**src/rtl/seq_det_pkg.sv**
```systemverilog
// Shared constants and the match-length function for the serial sequence detector.
package seq_det_pkg;

    // Default build: pattern 1010, states count matched bits 0..4.
    localparam int              DEFAULT_W       = 4;
    localparam logic [3:0]      DEFAULT_PATTERN = 4'b1010;
    localparam int              STATE_W         = $clog2(DEFAULT_W + 1);

    typedef enum logic [STATE_W-1:0] {
        S0 = 3'd0,  // idle
        S1 = 3'd1,  // "1"
        S2 = 3'd2,  // "10"
        S3 = 3'd3,  // "101"
        S4 = 3'd4   // "1010" detect
    } state_e;

    // Longest proper border of the pattern (prefix that is also a suffix).
    // The pattern is held right-aligned; its MSB (bit pw-1) is received first.
    function automatic int border_len(input logic [15:0] p, input int pw);
        int best;
        best = 0;
        for (int l = 1; l < pw; l++) begin
            logic ok;
            ok = 1'b1;
            for (int i = 0; i < l; i++) begin
                if (p[pw-1-i] != p[pw-1-(pw-l+i)]) ok = 1'b0;
            end
            if (ok) best = l;
        end
        return best;
    endfunction

    // Next matched length from 'state' after receiving 'in_bit'. Out-of-range
    // states fall back to idle; the full-match state restarts either from the
    // border (overlapping) or from idle.
    function automatic int next_match_len(input logic [15:0] p, input int pw,
                                          input int overlap, input int state,
                                          input int in_bit);
        int k;
        int best;
        if (state > pw) return 0;
        if (state == pw) k = (overlap != 0) ? border_len(p, pw) : 0;
        else             k = state;
        best = 0;
        // Candidate string: first k pattern bits followed by in_bit (length k+1).
        for (int l = 1; l <= k + 1; l++) begin
            logic ok;
            ok = (l <= pw);
            for (int i = 0; i < l; i++) begin
                int   j;
                logic sb;
                j  = k + 1 - l + i;
                sb = (j < k) ? p[pw-1-j] : in_bit[0];
                if (l <= pw && sb != p[pw-1-i]) ok = 1'b0;
            end
            if (ok) best = l;
        end
        return best;
    endfunction

endpackage

```
**src/rtl/seq_det_next_state.sv**
```systemverilog
// Combinational (state, bit) -> next state lookup, table built at elaboration.
module seq_det_next_state
    import seq_det_pkg::*;
#(
    parameter int                   PATTERN_W = DEFAULT_W,
    parameter logic [PATTERN_W-1:0] PATTERN   = DEFAULT_PATTERN,
    parameter int                   OVERLAP   = 1,
    localparam int                  SW        = $clog2(PATTERN_W + 1)
) (
    input  logic [SW-1:0] state_i,
    input  logic          bit_i,
    output logic [SW-1:0] next_o
);

    // Every encoding of the state width gets an entry, so unused codes map to 0.
    logic [SW-1:0] tbl [2**(SW+1)];

    for (genvar s = 0; s < 2**SW; s++) begin : g_state
        for (genvar b = 0; b < 2; b++) begin : g_bit
            localparam int NXT = next_match_len(16'(PATTERN), PATTERN_W, OVERLAP, s, b);
            assign tbl[s*2+b] = SW'(NXT);
        end
    end

    assign next_o = tbl[{state_i, bit_i}];

endmodule

```
**src/rtl/fsm_moore_1010_det.sv**
```systemverilog
// Overlapping Moore sequence detector: state register, reset and output decode.
module fsm_moore_1010_det
    import seq_det_pkg::*;
#(
    parameter int                   PATTERN_W = DEFAULT_W,
    parameter logic [PATTERN_W-1:0] PATTERN   = DEFAULT_PATTERN,
    parameter int                   OVERLAP   = 1
) (
    input  logic clk,
    input  logic rst,
    input  logic data_in,
    output logic data_out
);

    localparam int SW = $clog2(PATTERN_W + 1);

    logic [SW-1:0] current_state;
    logic [SW-1:0] next_state;

    seq_det_next_state #(
        .PATTERN_W (PATTERN_W),
        .PATTERN   (PATTERN),
        .OVERLAP   (OVERLAP)
    ) u_next (
        .state_i (current_state),
        .bit_i   (data_in),
        .next_o  (next_state)
    );

    // State register; reset wins over the sampled bit and discards progress.
    always_ff @(posedge clk) begin
        if (rst) current_state <= '0;
        else     current_state <= next_state;
    end

    // Moore output: decoded from the register only.
    assign data_out = (current_state == SW'(PATTERN_W));

endmodule

```
**config.mk**
```make
export PLATFORM = sky130hd
export DESIGN_NAME = fsm_moore_1010_det
export DESIGN_NICKNAME = d
export VERILOG_FILES = /design/src/rtl/seq_det_pkg.sv /design/src/rtl/seq_det_next_state.sv /design/src/rtl/fsm_moore_1010_det.sv
export SDC_FILE = /design/constraint.sdc
export NUM_CORES = 1
export LEC_CHECK = 0
export CAP_MARGIN = 20
export CORE_AREA = 2 2 39 41
export DETAILED_ROUTE_END_ITERATION = 10
export DIE_AREA = 0 0 41 43
export HOLD_SLACK_MARGIN = 0.06
export SLEW_MARGIN = 20
export SYNTH_ARGS = -nofsm -noshare
export SYNTH_HDL_FRONTEND = slang
export SYNTH_SLANG_ARGS = --single-unit
```
**constraint.sdc**
```tcl
create_clock -name clk -period 1.8 [get_ports clk]
set_input_delay 0.54 -clock clk [delete_from_list [all_inputs] [get_ports clk]]
set_output_delay 0.54 -clock clk [all_outputs]
set_load 0.02 [all_outputs]
```
# Word level (Yosys, flattened, before mapping)
# Memory sizes are Yosys's and may differ from the RTL's. A register that Yosys moved wholly into a read port is not among the register bits.
# Cells that the tools add are included.
[classes]
eq_ne = 1
n_bitwise = 1
[ops]
columns = ["op", "count"]
rows = [
  ["$not A4 Y5", 1],
  ["$eq A3 B3 Y1 const B", 1],
]
[totals]
out_inout_bits = 1
wordCells = 3
n_memories = 1
romBits = 48
in_bits = 3
ff_bits = 0
[memory_table]
columns = ["name", "words", "width", "rd", "rd_ports_with_merged_regs", "write_ports", "line", "text"]
rows = [
  ["(no name shown)", 16, 3, 1, 1, 0, "seq_det_next_state.sv:25", "assign next_o = tbl[{state_i, bit_i}];"],
]

# Longest topological paths before layout
# Gate-level depths: netlist of run 1.
[logic_depth]
ltp_word = 1
depth_mapped = 2

# Modules after synthesis
# A second synthesis of run 1 with hierarchy kept.
[unflattened]
hier_cells = 15
hier_area_um2 = 151.4
[by_module_without_submodules]
columns = ["mod", "cells_per_inst", "instances", "area_each_um2"]
rows = [
  ["fsm_moore_1010_det", 7, 1, 91.3],
  ["seq_det_next_state", 8, 1, 60.1],
]

# Worst setup path after synthesis of run 1
# OpenSTA, ideal clock, no wires.
[synth_path]
path_kind = "reg-to-output"
startpoint = "register current_state[2]"
endpoint = "output data_out"
path_slack_ns = 0.369
arrival_ns = 0.891
path_stages_with_launch = 2
required_time_ns = 1.260
path_cell_list = "dfxtp_1 > nor3b_1"
[synth_between]
elab_chain_cells = 1
[synth_rtl]
columns = ["item", "line", "text"]
rows = [
  ["start, declared", "fsm_moore_1010_det.sv:17", "logic [SW-1:0] current_state;"],
  ["$eq A3 B3 Y1", "fsm_moore_1010_det.sv:37", "assign data_out = (current_state == SW'(PATTERN_W));"],
  ["end, declared", "fsm_moore_1010_det.sv:12", "output logic data_out"],
]
# No other way between the ends.

# Worst setup path in the final report of run 1
[layout_path]
startpoint = "register current_state[1]"
endpoint = "output data_out"
# Same word-level chain as after synthesis.

==> results_dict.tcl, run 1 <==
set metrics [dict create \
    synth_top_family_by_area "simple AND/OR/NAND/NOR gates" \
    wl_met1_um 128 \
    diodes 0 \
    worstHoldEndpoint "current_state[2]" \
    finalWorstSetupSlack_ns 0.163 \
    largest_reg_flops 3 \
    fin_nets 24 \
    max_freq_mhz 611 \
    preCtsSetupSlack_ns 0.0476 \
    relSlewSlack_pct 86.5 \
    arrival_ns 1.10 \
    rr_worst_depth 3 \
    syn_avg_cell_area_um2 11.2 \
    clockBufferDepth 2 \
    layout-drive-gt1-share_pct 20.0 \
    critPathMaxFanout 6 \
    seq_power_share_pct 36.5 \
    drcViolationCount 0 \
    syn2layout_area_growth_pct 61.7 \
    finalMaxSlewViolations 0 \
    setup_violations 0 \
    power_mw 0.196 \
    design.die.area_um2 1760 \
    fp.dieH_um 43 \
    syn-num-nets 15 \
    clkPwrFrac_pct 58.3 \
    synth_compound_area_share_pct 8.41 \
    yosys_warnings 0 \
    die_w_um 41 \
    min_period_ns 1.64 \
    synth-seq-area-share_pct 44.9 \
    gp_congestion 0.595 \
    dr.first_iter.drc_count 1 \
    p_leak_nw 0.0860 \
    hold_depth 1 \
    status "complete, no violations" \
    post-route-period-util_pct 90.9 \
    fin_cells 36 \
    dr_wl_met3_um 0 \
    clk_pin_slew_ns 0.04 \
    fin_tns_setup_ns 0 \
    vias 120 \
    synth_seq_cells 3 \
    synth.area.mux_share_pct 0 \
    syn-instance-count 12 \
    min_from "current_state[0]" \
    clock_sink_count 3 \
    viasPerCell 3.33 \
    skew_ns 0.000802 \
    p_int_mw 0.159 \
    grt_pass1_wl_um 338 \
    antenna_left 0 \
    p_sw_mw 0.0369 \
    timing.rr.end "current_state[1]" \
    cts_buffers 3 \
    grt_start_max_net_pins 7 \
    cts_hold_buf 0 \
    critPathRequiredTime_ns 1.26 \
    met2_wirelength_um 115 \
    cts_tree "done" \
    fin_util_pct 15.6 \
    insertion_delay_ns 0.23 \
    pwr-share-comb_pct 5.2 \
    dpl-instance-area_um2 191 \
    firstDrtPassIters 3 \
    boundaryPins 4 \
    initial_core_util_pct 9.67 \
    drt-total-wl_um 243 \
    rrSetupSlack_ns 0.65 \
    top_register "current_state" \
    stdcell_area_um2 216 \
    grt.overflow.total 0 \
    p_per_area_nw_per_um2 906 \
    most-common-layout-cells "3 x clkbuf_4, 3 x dfxtp_1, 2 x or4bb_1, 2 x clkdlybuf4s50_1" \
    portBuffers 3 \
    routedWlPerCell_um 6.75 \
    grt_use_total_pct 3.30 \
    hold_viol_final 0 \
    ir_drop_mv 0.109 \
    crit_type "register to output port" \
    netlist_area_um2 134 \
    largest_registers "current_state (3)" \
    clockRootBuffer "clkbuf_4" \
    hp-class "register to register" \
    ys_types 9 \
    place_inst 32 \
    max_slew.worst_pin.slew_ns 0.204 \
    top_layer "met2" \
    synthXorXnorAreaFrac_pct 0 \
    rsz0062_at_grt "false" \
    grt_pass1_vias 102 \
    dp_hpwl_um 183 \
    cp-start-kind "register" \
    end_kind "output port" \
    swShare_pct 18.8 \
    coreArea_um2 1380 \
    grt_antenna_before_repair 0 \
    rr_startpoint "current_state[2]" \
    rows 14 \
    yosys.area_share.simple_pct 46.7 \
    cap_violations 0 \
    holdWs_ns 0.560 \
    synth_fa_ha_area_share_pct 0 \
    htree_levels 1 \
]
[repair_timing]
item	4_1_cts	5_1_grt
setup buffers	0	0
gates resized for setup	1	0
setup endpoints to repair	1	0
[power groups by stage]
stage	logic, mW	clock network (mW)	registers (mW)
3_3_place_gp	0.0102	0	0.0726
3_5_place_dp	0.0102	0	0.0726
6_report	0.0102	0.114	0.0715
5_1_grt	0.0107	0.125	0.0720
4_1_cts	0.0102	0.122	0.0715
2_1_floorplan	0.00414	0	0.0717
[routing by layer]
metal / track usage (%) / vias to the layer above
li1: - / 66
met5: 0 / -
met4: 6.00 / 0
met1: 3.82 / 54
met2: 2.81 / 0
met3: 1.57 / 0
[cells in the mapped netlist (all sizes together)]
| library cell | count | share of area, % |
|---|---|---|
| nor3b | 1 | 5.6 |
| or4bb | 2 | 17 |
| or4b | 1 | 7.5 |
| and4b | 1 | 7.5 |
| a31oi | 1 | 4.7 |
| dfxtp | 3 | 45 |
| and3b | 1 | 6.5 |
| o21ai | 1 | 3.7 |
| nor2 | 1 | 2.8 |
[cell type report]
type | count | area [µm²]
clock buffer | 4 | 26.3
timing repair buffer | 4 | 36.3
sequential | 3 | 60.1
multi-input combinational | 9 | 73.8
tap | 16 | 20.0
fill | 157 | 1170
[how the worst max path moves through the flow]
| stage | end | depth (start not counted) | from | slack, ns |
|---|---|---|---|---|
| after floorplan | data_out | 1 | current_state[2] | 0.37 |
| after detailed placement | current_state[1] | 3 | data_in | 0.05 |
| after global routing | data_out | 2 | current_state[1] | 0.09 |
| final | data_out | 2 | current_state[1] | 0.16 |
| after global placement | current_state[1] | 3 | data_in | 0.05 |
| after CTS | data_out | 2 | current_state[1] | 0.14 |
[critical path, cell delays in order, from the launching register on]
cell and delay (ns):
dfxtp_1 0.34, nor3b_1 0.18, dlygate4sd2_1 0.35
[kinds of logic after synthesis]
| group | count (synthesis) |
|---|---|
| AOI/OAI and AO/OA | 2 |
| DFF | 3 |
| and+or+nand+nor | 7 |
Note: power is estimated with default switching activity, not from simulation.
==> run 2, diff against run 1 <==
Settings changed: PLACE_DENSITY from default to 0.3.
Clock period 1.8 ns to 1.4 ns, I/O delays scaled along.
==> results_dict.tcl, run 2 (synthesized netlist as in run 1, its figures left out) <==
set metrics [dict create \
    rr_worst_depth 3 \
    dr.first_iter.drc_count 0 \
    firstDrtPassIters 1 \
    use_met1_pct 4.76 \
    cap_violations 0 \
    cts_tree "done" \
    ir_drop_mv 0.255 \
    gr-usage-met3_pct 3.66 \
    p_leak_nw 0.0886 \
    fp.dieH_um 43 \
    rsz0062_at_grt "false" \
    drt-total-wl_um 340 \
    grt_antenna_before_repair 0 \
    syn2layout_area_growth_pct 77.6 \
    routedWlPerCell_um 9.44 \
    fillCellCount 158 \
    seq_power_share_pct 34.8 \
    die_w_um 41 \
    min_period_ns 1.34 \
    coreArea_um2 1380 \
    htree_levels 1 \
    boundaryPins 4 \
    pwr-share-comb_pct 6.0 \
    crit_type "register to output port" \
    drcViolationCount 0 \
    clkPwrFrac_pct 59.3 \
    largest_reg_flops 3 \
    viasPerCell 3.67 \
    mostFrequentLayoutCell "clkbuf_4" \
    largest_registers "current_state (3)" \
    most-common-layout-cells "3 x clkbuf_4, 2 x or4bb_1, 2 x dfxtp_4" \
    relSlewSlack_pct 89.8 \
    hold_depth 2 \
    grt.overflow.total 0 \
    max_freq_mhz 747 \
    grtUsageMet2_pct 6.88 \
    max_slew.worst_pin.slew_ns 0.153 \
    grt_busiest_layer "met2" \
    gp_congestion 0.557 \
    hold_viol_final 0 \
    end_kind "output port" \
    p_int_mw 0.203 \
    rows 14 \
    initial_core_util_pct 9.67 \
    clock_sink_count 3 \
    insertion_delay_ns 0.23 \
    vias 132 \
    cts_buffers 3 \
    cp-start-kind "register" \
    p_per_area_nw_per_um2 1090 \
    critPathRequiredTime_ns 0.98 \
    preCtsSetupSlack_ns -0.278 \
    design.die.area_um2 1760 \
    status "complete, no violations" \
    clockBufferDepth 2 \
    clockRootBuffer "clkbuf_4" \
    cts_hold_buf 0 \
    skew_ns 0.00356 \
    p_sw_mw 0.0562 \
    critPathMaxFanout 3 \
    setup_violations 0 \
    swShare_pct 21.7 \
    grt_pass1_vias 126 \
    grt_start_max_net_pins 7 \
    hp-class "register to register" \
    grt_use_total_pct 4.40 \
    diodes 0 \
    top_register "current_state" \
    portBuffers 3 \
    grt_pass1_wl_um 517 \
    post-route-period-util_pct 95.7 \
    arrival_ns 0.92 \
    clk_pin_slew_ns 0.04 \
    finalWorstSetupSlack_ns 0.0609 \
    finalMaxSlewViolations 0 \
    antenna_left 0 \
    fin_nets 24 \
    layout-drive-gt1-share_pct 45.0 \
    fin_tns_setup_ns 0 \
]
## run 2: cell count changes in the layout (fill, tap and decap cells not counted)
cell,previous run,this run
dfxtp_1,3,0
nor3b_4,0,1
dfxtp_4,0,2
buf_6,0,1
clkdlybuf4s50_1,2,1
nor3b_1,1,0
dfxtp_2,0,1
## run 2: final cells by class
class	instances	area [µm²]	share of cell area, %
flip-flops and latches	3	68.8	28.9
repair buffers	4	37.5	15.8
multi-input cells	9	85.1	35.8
well taps	16	20.0	8.42
clock buffers	4	26.3	11.1
## run 2: power groups by stage
stage                     clock (mW)  combinational [mW]  sequential, mW
after global routing           0.170              0.0175          0.0906
after CTS                      0.161              0.0127          0.0924
after global placement             0              0.0138          0.0934
after detailed placement           0              0.0138          0.0932
after floorplan                    0             0.00533          0.0922
final                          0.154              0.0155          0.0903
## run 2: through the flow
step                util [%]  std cells  area (µm²)  power, mW  hold slack [ns]
detailed placement      13.3         31         184      0.107            0.561
global placement        13.3         31         184      0.107            0.561
global route            17.2         36         238      0.278            0.607
floorplan                  -         12         134     0.0975            0.489
CTS                     15.4         35         213      0.266            0.571
finish                  17.2         36         238      0.260            0.577
## run 2: worst max-delay path, stage by stage, from the launching register on
cell	delay, ns
dfxtp_4	0.35
nor3b_4	0.20
buf_6	0.14
## run 2: path summary, 6_finish.rpt
check	start	endpoint	slack, ns
setup / recovery	current_state[0]	data_out	0.06
hold / removal	current_state[2]	current_state[1]	0.58
setup reg to reg	current_state[0]	current_state[1]	0.21
hold reg to reg	current_state[2]	current_state[1]	0.58
## run 2: repair_timing
action	4_1_cts	5_1_grt
endpoints found under the setup margin	2	1
buffers inserted	0	1
resized for setup	9	6
pin swaps	0	1
endpoints found under the hold margin	0	0
## run 2: metal layers
metal,wire length (µm),up-vias
met3,27,0
met4,0,0
met1,164,60
met5,0,-
li1,-,66
met2,148,6
==> run 3, diff against run 2 <==
Settings changed: SLEW_MARGIN 20 to 10.
==> results of run 3 <==
Final layout, timing and power as in run 2 (identical DEF).
